==> src/rtl/display_scan.sv <==
// Multiplexed scan driver for an N-digit seven-segment display: one nibble per
// time slot, active-low digit enables, and a dark gap at every slot boundary.
module display_scan #(
  parameter int N_DIGITS     = 4,
  parameter int PRESCALE     = 50000,
  parameter int BLANK_CYCLES = 2
) (
  input  logic                  clk,
  input  logic                  rst,
  input  logic                  load,
  input  logic [4*N_DIGITS-1:0] data,
  input  logic [N_DIGITS-1:0]   blank_mask,
  output logic [3:0]            nibble,
  output logic [N_DIGITS-1:0]   an_n,
  output logic                  frame_done,
  output logic                  state_dbg
);

  localparam int CW = (PRESCALE > 1) ? $clog2(PRESCALE) : 1;
  localparam int IW = (N_DIGITS > 1) ? $clog2(N_DIGITS) : 1;
  localparam logic [CW-1:0] CNT_LAST   = CW'(PRESCALE - 1);
  localparam logic [CW-1:0] BLANK_LAST = CW'(BLANK_CYCLES - 1);
  localparam logic [IW-1:0] IDX_LAST   = IW'(N_DIGITS - 1);

  typedef enum logic {ST_BLANK = 1'b0, ST_SHOW = 1'b1} state_t;

  state_t                state_q, state_d;
  logic [CW-1:0]         slot_cnt_q, slot_cnt_d;
  logic [IW-1:0]         idx_q, idx_d;
  logic [4*N_DIGITS-1:0] shadow_data_q, shadow_data_d;
  logic [N_DIGITS-1:0]   shadow_mask_q, shadow_mask_d;
  logic [4*N_DIGITS-1:0] active_data_q, active_data_d;
  logic [N_DIGITS-1:0]   active_mask_q, active_mask_d;
  logic                  pending_q, pending_d;
  logic [3:0]            nibble_q, nibble_d;
  logic                  slot_end, frame_end;

  assign slot_end  = (slot_cnt_q == CNT_LAST);
  assign frame_end = slot_end && (idx_q == IDX_LAST);

  always_ff @(posedge clk or posedge rst) begin
    if (rst) begin
      state_q       <= ST_BLANK;
      slot_cnt_q    <= '0;
      idx_q         <= '0;
      shadow_data_q <= '0;
      shadow_mask_q <= '0;
      active_data_q <= '0;
      active_mask_q <= '0;
      pending_q     <= 1'b0;
      nibble_q      <= '0;
    end else begin
      state_q       <= state_d;
      slot_cnt_q    <= slot_cnt_d;
      idx_q         <= idx_d;
      shadow_data_q <= shadow_data_d;
      shadow_mask_q <= shadow_mask_d;
      active_data_q <= active_data_d;
      active_mask_q <= active_mask_d;
      pending_q     <= pending_d;
      nibble_q      <= nibble_d;
    end
  end

  // Datapath: slot timing, double-buffered frame data, nibble pre-load.
  always_comb begin
    slot_cnt_d    = slot_end ? '0 : slot_cnt_q + CW'(1);
    idx_d         = idx_q;
    if (slot_end) idx_d = (idx_q == IDX_LAST) ? '0 : idx_q + IW'(1);

    shadow_data_d = load ? data : shadow_data_q;
    shadow_mask_d = load ? blank_mask : shadow_mask_q;

    // Active takes the pre-edge shadow, so a coincident load waits a frame.
    active_data_d = active_data_q;
    active_mask_d = active_mask_q;
    if (frame_end && pending_q) begin
      active_data_d = shadow_data_q;
      active_mask_d = shadow_mask_q;
    end
    pending_d = load ? 1'b1 : (frame_end ? 1'b0 : pending_q);

    // Next slot's digit is registered as the slot opens, while still dark.
    nibble_d = nibble_q;
    if (slot_end) begin
      nibble_d = '0;
      for (int k = 0; k < N_DIGITS; k++)
        if (idx_d == IW'(k)) nibble_d = active_data_d[4*k +: 4];
    end
  end

  always_comb begin
    state_d = state_q;
    case (state_q)
      ST_BLANK: if (slot_cnt_q == BLANK_LAST) state_d = ST_SHOW;
      ST_SHOW:  if (slot_end)                 state_d = ST_BLANK;
      default:                                state_d = ST_BLANK;
    endcase
  end

  always_comb begin
    an_n = '1;
    if (state_q == ST_SHOW) begin
      for (int k = 0; k < N_DIGITS; k++)
        if ((idx_q == IW'(k)) && !active_mask_q[k]) an_n[k] = 1'b0;
    end
  end

  assign frame_done = frame_end;
  assign nibble     = nibble_q;
  assign state_dbg  = state_q;

endmodule

==> config.mk <==
export PLATFORM = sky130hd
export DESIGN_NAME = display_scan
export DESIGN_NICKNAME = d
export VERILOG_FILES = /design/src/rtl/display_scan.sv
export SDC_FILE = /design/constraint.sdc
export NUM_CORES = 1
export LEC_CHECK = 0
export BUFFER_PORTS_ARGS = -buffer_cell sky130_fd_sc_hd__buf_2
export CORE_ASPECT_RATIO = 1.2
export CORE_MARGIN = 2
export CORE_UTILIZATION = 52
export CTS_CLUSTER_SIZE = 24
export DETAILED_ROUTE_END_ITERATION = 8
export PLACE_DENSITY_LB_ADDON = 0.2
export SETUP_SLACK_MARGIN = 0.3
export SYNTH_ARGS = -nofsm -noshare
export SYNTH_HDL_FRONTEND = slang
export SYNTH_SLANG_ARGS = --single-unit
==> constraint.sdc <==
create_clock -name clk -period 1.85 [get_ports clk]
set_input_delay 0.2775 -clock clk [delete_from_list [all_inputs] [get_ports clk]]
set_output_delay 0.2775 -clock clk [all_outputs]
set_load 0.05 [all_outputs]
==> flow_summary.ini <==
[critical_path]
reg2reg_slack_ns = -0.26
cp_data_arrival_time_ns = 2.41
critical_path.max_fanout = 4
ff2ff_path_depth = 9
worst-setup-path-type = flip-flop to flip-flop
worstSetupEndpointType = flip-flop
critPathRequiredTime_ns = 2.15
r2r-start = slot_cnt_q[12]
startpoint_type = flip-flop
reg2reg_to = nibble[0]

[floorplan]
initial_utilization_pct = 53.7
die_x_um = 71.5
pin_count = 33
die-area_um2 = 6080
die_y_um = 85.0
fp.coreArea_um2 = 5300
row_count = 29

[detailed_routing]
drt_iter0_markers = 113
detail-route-antenna-nets = 0
drt-pass1-iter-count = 5
drc_errors = 0
routed_wl_mm = 6.89
vias_per_cell = 5.57
wl_per_cell_um = 18.4
num_vias = 2090

[placement]
port_buffers = 32
place_worst_setup_slack_ns = -0.320
place_hpwl_mm = 3.81
gp_congestion = 0.856

[flow_run]
cap_violations = 0

[clock_network]
cts_tree = done
cts_sinks = 64
cts-root-buf = clkbuf_8
cts_buffers = 9
ctsHoldBuffers = 0
ctsHtreeMaxLevel = 3
clk_pin_slew_ns = 0.08
clk_latency_ns = 0.35
cts_buffer_depth = 2

[pwr]
leakagePower_nw = 1.90
powerDensity_nw_per_um2 = 700
vdd_drop_max_mv = 0.683

[run_status]
outcome = finished with violations
violations = negative hold slack, negative setup slack

[sta]
rsz0062_at_grt = true
hold_viol_final = 3
finalHoldWorstSlack_ns = -0.00516
setup_slack_ns = -0.264
worst_pin_slew_ns = 0.513
skew_ns = 0.00790
setup_viol = 23
final_max_slew_viol_count = 0
post-route-period-util_pct = 114
layout_min_cycle_time_ns = 2.11
max_clock_freq_mhz = 473
slew_headroom_pct = 65.8

[hold_path]
holdCritPathClass = input port to async pin

[grt]
antenna_found_initial = 0
grt_pass1_vias = 2143
gr-usage-all-layers_pct = 22.9
grt_max_degree = 65
grt_pass1_wl_mm = 10.4
overflow = 0

[cells_and_area]
num-nets-final = 337
drive_gt1_share_pct = 57.8
antennaDiodeCount = 0
syn2layout_area_growth_pct = 41.9

[synth]
synth_nets = 251
yosysWarningCount = 0
syn_area_um2 = 2850
ys_ff_latch = 64
muxShareOfSynthArea_pct = 15.8
synth_top_area_share_pct = 56.3
syn_avg_cell_area_um2 = 12.8
synth-edff-count = 0
synth_most_common_cell = dfrtp_1
synth_compound_area_share_pct = 5.36
ys_dominant_reg_cell = dfrtp_1
yosys.area.top_type = dfrtp_1
ys_seq_area_share_pct = 56.3
synthTopCellsByArea = dfrtp_1 56%, mux2_2 14%, ha_1 2.6%
synth-simple-area-share_pct = 12.4
synth_top_family_by_area = multiplexers
netlist-cell-type-count = 41
yosys.area_share.xor_xnor_pct = 4.00
synthCells = 222
async_flop_share_pct = 100
ys_top_cells_by_count = 64 x dfrtp_1, 35 x mux2_2, 12 x inv_1, 12 x nor2_1, 11 x nand2_1
synth_fa_ha_area_share_pct = 2.64
repair_timing:
action,CTS,global route
endpoints found under the setup margin,45,46
hold endpoints to repair,0,0
buffers inserted,13,8
resized for setup,60,33
pin swaps,20,11
through the flow:
stage | util (%) | instance area, um^2 | setup TNS (ns) | instances | total power [mW]
2_1_floorplan | - | 2870 | -0.181 | 222 | 1.56
3_3_place_gp | 61.9 | 3280 | -1.04 | 338 | 1.60
3_5_place_dp | 61.9 | 3280 | -1.59 | 338 | 1.61
4_1_cts | 72.2 | 3820 | -1.60 | 367 | 2.83
5_1_grt | 76.2 | 4040 | -3.97 | 375 | 2.91
6_report | 76.2 | 4040 | -2.58 | 375 | 2.83
registers in the layout, summed over array words and instances, names as in the netlist, 2 cells and up:
register       cells
active_mask_q      4
nibble             4
slot_cnt_q        16
active_data_q     16
idx_q              2
shadow_data_q     16
shadow_mask_q      4
logic make-up (layout without fill, tap and decap cells):
logic type,Yosys count,in the layout
AND/OR/NAND/NOR,58,58
buffers and inverters,19,110
multiplexers,40,40
adder cells (fa/ha/maj),6,6
XOR/XNOR,13,13
flip-flops,64,64
AO/OA/AOI/OAI,22,22
critical path, stage by stage (launching register included):
cell and delay (ns):
dfrtp_1 0.42, nor4_4 0.31, buf_4 0.17, nand4_1 0.13
buf_6 0.17, nor3_2 0.21, o211ai_1 0.12, buf_4 0.18
o221ai_2 0.15, o221a_2 0.19
final cells by class:
cell class                 instances  area (um^2)
fill                             322         1260
tap                               62         77.6
sequential                        64         1600
clock inverter                     6         68.8
multi-input combinational        139         1420
timing repair buffer              82          677
inverter                          12         51.3
clock buffer                      10          138
worst max path at each step:
stage                               from    endpoint  slack, ns
after floorplan           slot_cnt_q[12]   nibble[3]      -0.09
after global placement    slot_cnt_q[12]   nibble[1]      -0.22
after detailed placement  slot_cnt_q[12]   nibble[1]      -0.32
after CTS                 slot_cnt_q[11]  frame_done      -0.19
after global routing      slot_cnt_q[12]   nibble[0]      -0.34
final                     slot_cnt_q[12]   nibble[0]      -0.26
cells in the final DEF (no fill, tap or decap), drive strengths merged, types with 5 or more instances in the layout:
master	netlist	final
xor2	5	5
nand2	11	11
ha	6	6
nor2	12	12
o21ai	6	6
and3	7	7
clkbuf	3	10
nand3	8	8
dfrtp	64	64
xnor2	8	8
clkinvlp	0	5
mux2	36	36
buf	4	82
inv	12	11
report_power, final:
group	switching [mW]	internal (mW)	leakage, nW
clock network	0.581	0.660	0.0907
logic	0.0527	0.0617	0.992
registers	0.0308	1.44	0.822
total	0.665	2.16	1.90
per-layer routing:
metal / wire length [um] / part of all wire, % / track usage (%)
met3: 149 / 2.2 / 6.18
met4: 145 / 2.1 / 10.8
met5: 0 / 0 / 0
met2: 3720 / 54 / 37.8
met1: 2870 / 42 / 27.7
Note: power is estimated with default switching activity, not from simulation.
